**src/rtl/axi_pkg.sv**
```systemverilog
// Shared types for the AXI RAM read bridge: burst encodings, response codes,
// controller states and the depth of the read-return buffer.
package axi_pkg;

   typedef enum logic [1:0] {
      FIXED = 2'd0,
      INCR  = 2'd1,
      WRAP  = 2'd2
   } burst_t;

   localparam logic [1:0] OKAY   = 2'd0;
   localparam logic [1:0] SLVERR = 2'd2;

   typedef enum logic {
      IDLE  = 1'b0,
      BURST = 1'b1
   } rd_state_t;

   localparam int unsigned RET_FIFO_DEPTH = 4;

endpackage

```
**src/rtl/stream_fifo.sv**
```systemverilog
// Small register-based FIFO with valid/ready on both sides; head entry is
// presented directly from storage so outputs are registered.
module stream_fifo #(
   parameter int DEPTH = 4,
   parameter int WIDTH = 8
) (
   input  logic                       clk_i,
   input  logic                       rst_n,
   input  logic [WIDTH-1:0]           in_data,
   input  logic                       in_valid,
   output logic                       in_ready,
   output logic [WIDTH-1:0]           out_data,
   output logic                       out_valid,
   input  logic                       out_ready,
   output logic [$clog2(DEPTH+1)-1:0] count
);

   localparam int PW = $clog2(DEPTH);
   localparam int CW = $clog2(DEPTH+1);

   // Pointers wrap naturally, so DEPTH must be a power of two.
   logic [WIDTH-1:0] mem [DEPTH];
   logic [PW-1:0]    wr_ptr;
   logic [PW-1:0]    rd_ptr;
   logic             push;
   logic             pop;

   assign in_ready  = (count < CW'(DEPTH));
   assign out_valid = (count != '0);
   assign out_data  = mem[rd_ptr];
   assign push      = in_valid && in_ready;
   assign pop       = out_valid && out_ready;

   always_ff @(posedge clk_i or negedge rst_n) begin
      if (!rst_n) begin
         for (int i = 0; i < DEPTH; i++) mem[i] <= '0;
         wr_ptr <= '0;
         rd_ptr <= '0;
         count  <= '0;
      end else begin
         if (push) begin
            mem[wr_ptr] <= in_data;
            wr_ptr      <= wr_ptr + PW'(1);
         end
         if (pop) rd_ptr <= rd_ptr + PW'(1);
         case ({push, pop})
            2'b10:   count <= count + CW'(1);
            2'b01:   count <= count - CW'(1);
            default: count <= count;
         endcase
      end
   end

endmodule

```
**src/rtl/axi_ram_rd.sv**
```systemverilog
// AXI4 read-channel front end for a single-port RAM with registered read data.
// state | meaning
// IDLE  | ar_ready high, waiting for an address
// BURST | issuing word reads and returning beats until the r_last handshake
module axi_ram_rd
   import axi_pkg::*;
#(
   parameter  int ID_WIDTH    = 4,
   parameter  int ADDR_WIDTH  = 16,
   parameter  int BATCH_WIDTH = 4,
   parameter  int BYTE_WIDTH  = 8,
   localparam int AXI_AW      = ADDR_WIDTH + $clog2(BATCH_WIDTH),
   localparam int DW          = BYTE_WIDTH * BATCH_WIDTH
) (
   input  logic                  clk_i,
   input  logic                  rst_n,
   input  logic [ID_WIDTH-1:0]   ar_id,
   input  logic [AXI_AW-1:0]     ar_addr,
   input  logic [7:0]            ar_len,
   input  logic [2:0]            ar_size,
   input  logic [1:0]            ar_burst,
   input  logic                  ar_valid,
   output logic                  ar_ready,
   output logic [ID_WIDTH-1:0]   r_id,
   output logic [DW-1:0]         r_data,
   output logic [1:0]            r_resp,
   output logic                  r_last,
   output logic                  r_valid,
   input  logic                  r_ready,
   output logic [ADDR_WIDTH-1:0] ram_addr_o,
   output logic                  ram_write_en_o,
   input  logic [DW-1:0]         ram_data_i
);

   localparam int SHIFT = $clog2(BATCH_WIDTH);
   localparam int FW    = DW + 3;
   localparam int CW    = $clog2(RET_FIFO_DEPTH + 1);

   function automatic logic [AXI_AW-1:0] next_addr(input logic [AXI_AW-1:0] addr,
                                                   input logic [2:0]        size,
                                                   input logic [7:0]        len,
                                                   input logic [1:0]        burst);
      logic [AXI_AW-1:0] incr;
      logic [AXI_AW-1:0] mask;
      incr = addr + (AXI_AW'(1) << size);
      mask = ((AXI_AW'(len) + AXI_AW'(1)) << size) - AXI_AW'(1);
      if (burst == FIXED)     next_addr = addr;
      else if (burst == WRAP) next_addr = (addr & ~mask) | (incr & mask);
      else                    next_addr = incr;
   endfunction

   rd_state_t         state;
   logic [ID_WIDTH-1:0] id_q;
   logic [AXI_AW-1:0] addr_q;
   logic [7:0]        len_q;
   logic [7:0]        remain_q;
   logic [2:0]        size_q;
   logic [1:0]        burst_q;
   logic              err_q;
   logic              s1_v, s1_last, s2_v, s2_last;
   logic              ar_bad;
   logic              issue;
   logic [CW-1:0]     fifo_count;
   logic [CW-1:0]     fill;
   logic              fifo_in_ready;
   logic              fifo_push;
   logic [FW-1:0]     fifo_in;
   logic [FW-1:0]     fifo_out;

   assign ar_bad = (ar_size > 3'(SHIFT)) || (ar_burst == 2'd3) ||
                   ((ar_burst == WRAP) && !(ar_len inside {8'd1, 8'd3, 8'd7, 8'd15}));

   // Beats already issued but not yet in the FIFO still need a slot reserved.
   assign fill  = fifo_count + CW'(s1_v) + CW'(s2_v);
   assign issue = (state == BURST) && (remain_q != 8'd0) && (fill < CW'(RET_FIFO_DEPTH));

   always_ff @(posedge clk_i or negedge rst_n) begin
      if (!rst_n) begin
         state      <= IDLE;
         ar_ready   <= 1'b1;
         id_q       <= '0;
         addr_q     <= '0;
         len_q      <= '0;
         remain_q   <= '0;
         size_q     <= '0;
         burst_q    <= '0;
         err_q      <= 1'b0;
         s1_v       <= 1'b0;
         s1_last    <= 1'b0;
         s2_v       <= 1'b0;
         s2_last    <= 1'b0;
         ram_addr_o <= '0;
      end else begin
         s1_v    <= 1'b0;
         s2_v    <= s1_v;
         s2_last <= s1_last;
         case (state)
            IDLE: begin
               if (ar_valid && ar_ready) begin
                  state    <= BURST;
                  ar_ready <= 1'b0;
                  id_q     <= ar_id;
                  len_q    <= ar_len;
                  size_q   <= ar_size;
                  burst_q  <= ar_burst;
                  err_q    <= ar_bad;
                  addr_q   <= next_addr(ar_addr, ar_size, ar_len, ar_burst);
                  remain_q <= ar_len;
                  s1_v     <= 1'b1;
                  s1_last  <= (ar_len == 8'd0);
                  if (!ar_bad) ram_addr_o <= ar_addr[AXI_AW-1:SHIFT];
               end
            end
            BURST: begin
               if (issue) begin
                  addr_q   <= next_addr(addr_q, size_q, len_q, burst_q);
                  remain_q <= remain_q - 8'd1;
                  s1_v     <= 1'b1;
                  s1_last  <= (remain_q == 8'd1);
                  if (!err_q) ram_addr_o <= addr_q[AXI_AW-1:SHIFT];
               end
               if (r_valid && r_ready && r_last) begin
                  state    <= IDLE;
                  ar_ready <= 1'b1;
               end
            end
            default: state <= IDLE;
         endcase
      end
   end

   // Error bursts still flow through the pipeline so beat timing is unchanged.
   assign fifo_in   = {(err_q ? '0 : ram_data_i), (err_q ? SLVERR : OKAY), s2_last};
   assign fifo_push = s2_v && fifo_in_ready;

   stream_fifo #(
      .DEPTH (RET_FIFO_DEPTH),
      .WIDTH (FW)
   ) u_ret_fifo (
      .clk_i     (clk_i),
      .rst_n     (rst_n),
      .in_data   (fifo_in),
      .in_valid  (fifo_push),
      .in_ready  (fifo_in_ready),
      .out_data  (fifo_out),
      .out_valid (r_valid),
      .out_ready (r_ready),
      .count     (fifo_count)
   );

   assign r_data         = fifo_out[FW-1:3];
   assign r_resp         = fifo_out[2:1];
   assign r_last         = fifo_out[0];
   assign r_id           = id_q;
   assign ram_write_en_o = 1'b0;

endmodule

```
**config.mk**
```make
export PLATFORM = sky130hd
export DESIGN_NAME = axi_ram_rd
export DESIGN_NICKNAME = d
export VERILOG_FILES = /design/src/rtl/axi_pkg.sv /design/src/rtl/stream_fifo.sv /design/src/rtl/axi_ram_rd.sv
export SDC_FILE = /design/constraint.sdc
export NUM_CORES = 1
export LEC_CHECK = 0
export BUFFER_PORTS_ARGS = -buffer_cell sky130_fd_sc_hd__buf_2
export CAP_MARGIN = 20
export CORE_ASPECT_RATIO = 1.5
export CORE_MARGIN = 3
export CORE_UTILIZATION = 48
export CTS_CLUSTER_SIZE = 20
export DETAILED_ROUTE_END_ITERATION = 8
export HOLD_SLACK_MARGIN = 0.15
export PLACE_DENSITY_LB_ADDON = 0.15
export SYNTH_ARGS = -nofsm -noshare
export SYNTH_HDL_FRONTEND = slang
export SYNTH_SLANG_ARGS = --single-unit
export TNS_END_PERCENT = 30
```
**constraint.sdc**
```tcl
create_clock -name clk_i -period 3.4 [get_ports clk_i]
set_clock_uncertainty 0.05 [all_clocks]
set_input_delay 0.17 -clock clk_i [delete_from_list [all_inputs] [get_ports clk_i]]
set_output_delay 0.17 -clock clk_i [all_outputs]
set_load 0.01 [all_outputs]
```
==> summary.md, run 1 <==
| Metric | Value |
|---|---|
| Area delta synth->final | `23.5%` |
| DRT antenna net count | `0` |
| RSZ-0062 raised after global routing | `yes` |
| Yosys cell types | `87` |
| Setup bufs post-CTS | `0` |
| Layout cells sized above 1 | `21.3%` |
| CP startpoint kind | `input port` |
| CP Data Arrival Time | `3.70 ns` |
| Synth Area in Adders | `3.52%` |
| Grt ovf | `0` |
| Clk buf depth | `3` |
| Wire per inst | `18.8 um` |
| Initial Util | `49.1%` |
| N_diodes | `0` |
| Fin. Hold Viols | `0` |
| CTS H-tree depth | `1` |
| DP HPWL | `28.5 mm` |
| Post-Syn Area | `0.0131 mm2` |
| Drt drc | `0` |
| Routed WL | `38.9 mm` |
| CP Capture Type | `register` |
| Worst Path Max Fanout | `5` |
| Yosys reg bits | `209` |
| First-pass GRT wire length | `63.4 mm` |
| Ys flop type | `dfrtp_1` |
| Simple-gate share of the synthesized area | `18.5%` |
| Pwr dens | `366 mW/mm2` |
| Placer Congestion | `0.928` |
| Synth warnings | `0` |
| Fin util | `60.6%` |
| Post-Synth XOR/XNOR Area | `3.75%` |
| Number of flops mapped to enable cells by yosys | `0` |
| Die height | `208 um` |
| Core Region | `0.0267 mm2` |
| Initial DRC Count | `571` |
| GRT Overall Usage | `26.5%` |
| Root buf cell | `clkbuf_16` |
| Final min period | `3.36 ns` |
| Worst hold path depth | `4` |
| Relative slew margins | `38.9%` |
| Synth Instances | `1483` |
| Clock-pin slew on the worst setup and hold paths | `0.06 ns` |
| Vias in the first global route | `12313` |
| Worst Hold Class | `input port to register` |
| Async SR Flop Fraction | `100%` |
| Critical Path RT | `3.74 ns` |
| Fraction of synthesized area in multiplexers | `9.24%` |
| Clock sink count | `209` |
| DR pass1 iterations | `5` |
| FF-to-FF Start | `len_q[0]` |
| DP Area | `0.0147 mm2` |
| Min-delay src | `ar_addr[0]` |
| Fmax | `298 MHz` |
| Die W | `141 um` |
| Vias after detailed routing | `11915` |
| Clock latency on the worst-skew pair | `0.51 ns` |
| Worst r2r path cells | `13` |
| Design area | `0.0162 mm2` |
| Total CTS buffers | `22` |
| Final slew viol count | `0` |
| Std-Cell Rows | `73` |
| Synth Area in Compound Gates | `20.6%` |
| Tcrit/Tclk final | `98.7%` |
| I/O pin count | `129` |
| Peak supply drop | `0.000422 V` |
| Final #Nets | `1821` |
| Flop2flop setup slack | `0.12 ns` |
| Post-synthesis average cell area | `8.83 um2` |
| Largest net degree at the start of global routing | `112` |
| Leak pwr | `7.19 nW` |
| Initial antenna violation count | `0` |
| Setup Viol. Count Final | `0` |
| Full die area | `0.0293 mm2` |
| Status | `finished clean` |
| Slew at the pin closest to its max-slew limit | `0.916 ns` |
| Post-DR vias/cell | `5.77` |
| Max Cap Viol | `0` |
| I/O Buffers | `126` |
| CTS tree | `yes` |
| Crit Path Category | `input port to register` |
| Register area share after synthesis | `39.9%` |
| # fillers | `2356` |
| Total power | `5.93 mW` |
| Largest family of logic cells by synthesized area | `compound AO/OA/AOI/OAI gates` |
[worst max-delay path: stages]
cell and delay (ns):
dlygate4sd3_1 0.53, buf_2 0.14, ha_1 0.28, nor3b_2 0.22, buf_4 0.15, or3_1 0.31
a31oi_1 0.41, a41o_2 0.30, o211ai_4 0.08, mux2_4 0.32, a2111oi_4 0.38, xnor2_1 0.10
a221o_1 0.29
[placed cells by master, fill, tap and decap left out, types with 10 or more instances in the layout]
cell / netlist / routed
dlygate4sd3_1: 0 / 67
inv_1: 35 / 35
o21ai_0: 210 / 208
nand4_1: 10 / 10
mux4_2: 35 / 35
dfrtp_1: 208 / 206
or3_1: 13 / 13
a32oi_1: 13 / 11
mux2i_1: 29 / 29
nor2b_1: 15 / 15
xor2_1: 21 / 20
ha_1: 32 / 32
and3_1: 12 / 11
buf_4: 3 / 117
o211ai_1: 15 / 15
nand2_1: 298 / 294
clkbuf_16: 0 / 23
a21oi_1: 64 / 62
nor2_1: 64 / 64
and2_1: 11 / 11
a31oi_1: 11 / 10
nand3_1: 36 / 36
nand2b_1: 15 / 15
xnor2_1: 35 / 35
nor3_1: 21 / 18
buf_2: 7 / 125
[report_power, final]
group,total [mW],switching [mW],internal (mW)
sequential,2.62,0.0973,2.52
clock,2.25,0.974,1.27
combinational,1.06,0.563,0.495
total,5.93,1.63,4.29
[final cells by class]
type | count | area [um2] | area share (%)
Clock inverter | 5 | 30.0 | 0.186
Tap cell | 337 | 422 | 2.61
Timing Repair Buffer | 316 | 2310 | 14.3
Inverter | 37 | 139 | 0.859
Clock buffer | 31 | 626 | 3.87
Sequential cell | 209 | 5230 | 32.4
Multi-Input combinational cell | 1129 | 7420 | 45.8
[flip-flops by register name (all words and copies together) (netlist names), named ones only]
signal             cells
u_ret_fifo.wr_ptr      2
r_id                   4
err_q                  1
u_ret_fifo.mem       136
state                  1
len_q                  8
s1_v                   1
s1_last                1
size_q                 3
u_ret_fifo.count       3
s2_last                1
remain_q               8
u_ret_fifo.rd_ptr      2
ram_addr_o            16
s2_v                   1
ar_ready               1
burst_q                2
[Yosys cell counts (21+ instances only)]
library cell | instances | area share, %
nand2_1 | 298 | 8.5
o21ai_0 | 210 | 8.0
dfrtp_1 | 208 | 40
clkbuf_1 | 89 | 2.6
a21oi_1 | 64 | 2.4
nor2_1 | 64 | 1.8
nand3_1 | 36 | 1.4
inv_1 | 35 | 1.0
mux4_2 | 35 | 6.0
xnor2_1 | 35 | 2.3
ha_1 | 32 | 3.1
mux2i_1 | 29 | 2.2
nor3_1 | 21 | 0.80
xor2_1 | 21 | 1.4
[routing by layer]
layer	GRT usage (%)	wire, um	vias up
li1	-	-	5786
met1	30.1	14800	5655
met2	47.7	20000	355
met3	3.45	1650	119
met4	14.3	2440	0
met5	0	0	-
[through the flow]
stage	std cells	worst slack (ns)	setup TNS (ns)	hold WS, ns
CTS	2064	0.0241	0	0.164
detailed placement	1961	-0.00317	-0.00317	0.299
global route	2064	-0.0931	-0.272	0.201
floorplan	1484	-0.0601	-0.103	-0.176
finish	2064	0.0441	0	0.182
global placement	1961	0.0749	0	0.300
[how the worst max path moves through the flow]
stage | start | endpoint | slack [ns]
floorplan | ar_size[2] | register | -0.06
global placement | len_q[3] | register | 0.07
detailed placement | ar_len[0] | register | -0.003
CTS | len_q[3] | register | 0.02
global route | len_q[0] | register | -0.09
finish | ar_len[1] | register | 0.04
[what timing repair did]
item	4_1_cts	5_1_grt
setup endpoints to repair	0	11
hold buffers	67	0
gates resized for setup	0	19
hold endpoints to repair	286	0
[logic make-up after synthesis]
logic type | after synthesis
simple gates | 533
mux | 75
buf+inv | 146
compound gates | 428
xor+xnor | 56
fa+ha+maj | 35
other cells | 1
flops | 209
Note: power is estimated with default switching activity, not from simulation.
==> inputs of run 2 (changes only) <==
Settings changed: CORE_ASPECT_RATIO 1.5 to default.
==> summary.md, run 2 (synthesis results as in run 1) <==
| Metric | Value |
|---|---|
| Grt ovf | `0 (unchanged)` |
| Full die area | `0.0293 mm2 (-0.13%)` |
| Clock sink count | `209 (unchanged)` |
| CTS tree | `yes` |
| Max Cap Viol | `0 (unchanged)` |
| Final min period | `3.34 ns (-0.0206 ns)` |
| First-pass GRT wire length | `61.5 mm (-3.1%)` |
| Final setup TNS | `0 ns (unchanged)` |
| CP Data Arrival Time | `3.69 ns (about the same)` |
| Crit Path Category | `input port to register` |
| Most common cell after layout, fill and taps aside | `nand2_1` |
| Wire per inst | `18.3 um (-2.8%)` |
| Pwr dens | `395 mW/mm2 (+7.8%)` |
| Vias in the first global route | `11878 (-3.5%)` |
| Drt drc | `0 (unchanged)` |
| CP Capture Type | `register` |
| Clock-pin slew on the worst setup and hold paths | `0.06 ns (about the same)` |
| Status | `finished clean` |
| DRT antenna net count | `0 (unchanged)` |
| GRT Overall Usage | `25.8% (-0.64 points)` |
| Layout cells sized above 1 | `22.3% (+1.0 points)` |
| Placer Congestion | `0.943 (+1.6%)` |
| Peak supply drop | `0.000438 V (+3.6%)` |
| Post-DR vias/cell | `5.81 (+0.69%)` |
| Fmax | `300 MHz (+0.62%)` |
| Tcrit/Tclk final | `98.1% (-0.60 points)` |
| Top reg by flops | `u_ret_fifo.mem` |
| DR pass1 iterations | `7 (+2)` |
| Initial Util | `49.6% (+0.45 points)` |
| Worst Path Max Fanout | `13 (+8)` |
| I/O pin count | `129 (unchanged)` |
| Biggest registers after layout | `u_ret_fifo.mem (136), ram_addr_o (16)` |
| Hold slack final | `0.193 ns (+0.0102 ns)` |
| Std-Cell Rows | `59 (-19%)` |
| Initial antenna violation count | `1 (+1)` |
| Vias after detailed routing | `12026 (+0.93%)` |
| DP HPWL | `26.5 mm (-7.2%)` |
| Max reg flops | `136 (unchanged)` |
| Die height | `171 um (-18%)` |
| Routed WL | `37.9 mm (-2.5%)` |
| CP startpoint kind | `input port` |
| Slew at the pin closest to its max-slew limit | `0.826 ns (-0.0906 ns)` |
| CTS H-tree depth | `1 (unchanged)` |
| Area delta synth->final | `25.7%` |
| Setup Viol. Count Final | `0 (unchanged)` |
| Final slew viol count | `0 (unchanged)` |
| Root buf cell | `clkbuf_16` |
| Total CTS buffers | `25 (+14%)` |
| Core Region | `0.0264 mm2 (-0.91%)` |
| Largest net degree at the start of global routing | `103 (-8.0%)` |
| Final #Nets | `1823 (+0.11%)` |
| Critical Path RT | `3.76 ns (+0.02 ns)` |
| Clock latency on the worst-skew pair | `0.53 ns (+0.02 ns)` |
| Worst Hold Class | `input port to register` |
| Initial DRC Count | `1038 (+82%)` |
| RSZ-0062 raised after global routing | `yes` |
| Clk buf depth | `3 (unchanged)` |
| Most frequent cells in the layout | `nand2_1, dfrtp_1, o21ai_0` |
| Leak pwr | `7.30 nW (+1.6%)` |
| I/O Buffers | `126 (unchanged)` |
| Die W | `171 um (+22%)` |
| Fin. Hold Viols | `0 (unchanged)` |
| Relative slew margins | `44.9% (+6.0 points)` |
run 2: cell count changes in the layout (fill, tap and decap cells not counted), sizes merged:
cell         before  now
inv              35   37
buf             248  244
clkbuf           32   37
bufinv            0    4
diode             0    1
clkinvlp          2    1
dlygate4sd3      67   69
clkinv            5    3
run 2: final cells by class:
| type | count | area [um2] |
|---|---|---|
| Inverter | 37 | 139 |
| Clock inverter | 8 | 161 |
| Clock buffer | 35 | 723 |
| Multi-Input combinational cell | 1129 | 7470 |
| Timing Repair Buffer | 315 | 2310 |
| Fill cell | 2292 | 9970 |
| Tap cell | 335 | 419 |
| Antenna cell | 1 | 2.50 |
| Sequential cell | 209 | 5230 |
run 2: worst max-delay path, cell delays in order:
cell           delay (ns)
dlygate4sd3_1        0.53
buf_2                0.21
and4_1               0.25
buf_4                0.16
o21ai_1              0.37
a32oi_1              0.27
a2111oi_4            0.50
buf_4                0.18
buf_4                0.10
xnor2_1              0.06
a21oi_1              0.17
mux2i_1              0.31
o21ai_0              0.13
mux2_2               0.28
run 2: final timing paths:
path / startpoint / to / slack (ns) / depth (start not counted)
setup reg to reg: len_q[0] / register / 0.16 / 14
setup / recovery: ar_len[2] / register / 0.06 / 14
hold reg to reg: s1_v / s2_v / 0.32 / 0
hold / removal: ar_size[1] / size_q[1] / 0.19 / 4
min in group asynchronous: rst_n / u_ret_fifo.mem[121] / 0.23 / 2
max in group asynchronous: rst_n / asynchronous set/reset pin / 2.22 / 3
run 2: what timing repair did:
action	CTS	global route
endpoints found under the hold margin	281	0
gates resized for setup	0	46
hold buffers	69	0
setup endpoints to repair	0	12
buffers inserted	0	6
run 2: report_power, final:
group / leakage [nW] / total, mW / switching (mW) / internal (mW)
logic: 4.72 / 1.04 / 0.555 / 0.489
clock network: 0.431 / 2.84 / 1.05 / 1.79
registers: 2.15 / 2.62 / 0.0923 / 2.52
run 2: layer usage:
metal	vias up	track usage (%)	part of all wire, %
met1	5795	37.9	46
met4	2	6.19	2.0
met3	63	4.02	6.4
met5	-	0	0.029
met2	377	40.6	45
li1	5789	-	-
run 2: per-stage QoR:
stage | power, mW | util (%) | instance area (um2) | worst slack [ns] | std cells
6_report | 6.50 | 62.3 | 16500 | 0.0646 | 2069
3_5_place_dp | 3.64 | 55.5 | 14700 | 0.0785 | 1950
5_1_grt | 6.78 | 62.3 | 16500 | -0.0458 | 2068
4_1_cts | 6.56 | 61.4 | 16200 | 0.0623 | 2062
3_3_place_gp | 3.63 | 55.4 | 14700 | 0.104 | 1949
2_1_floorplan | 3.28 | - | 13100 | -0.0601 | 1484
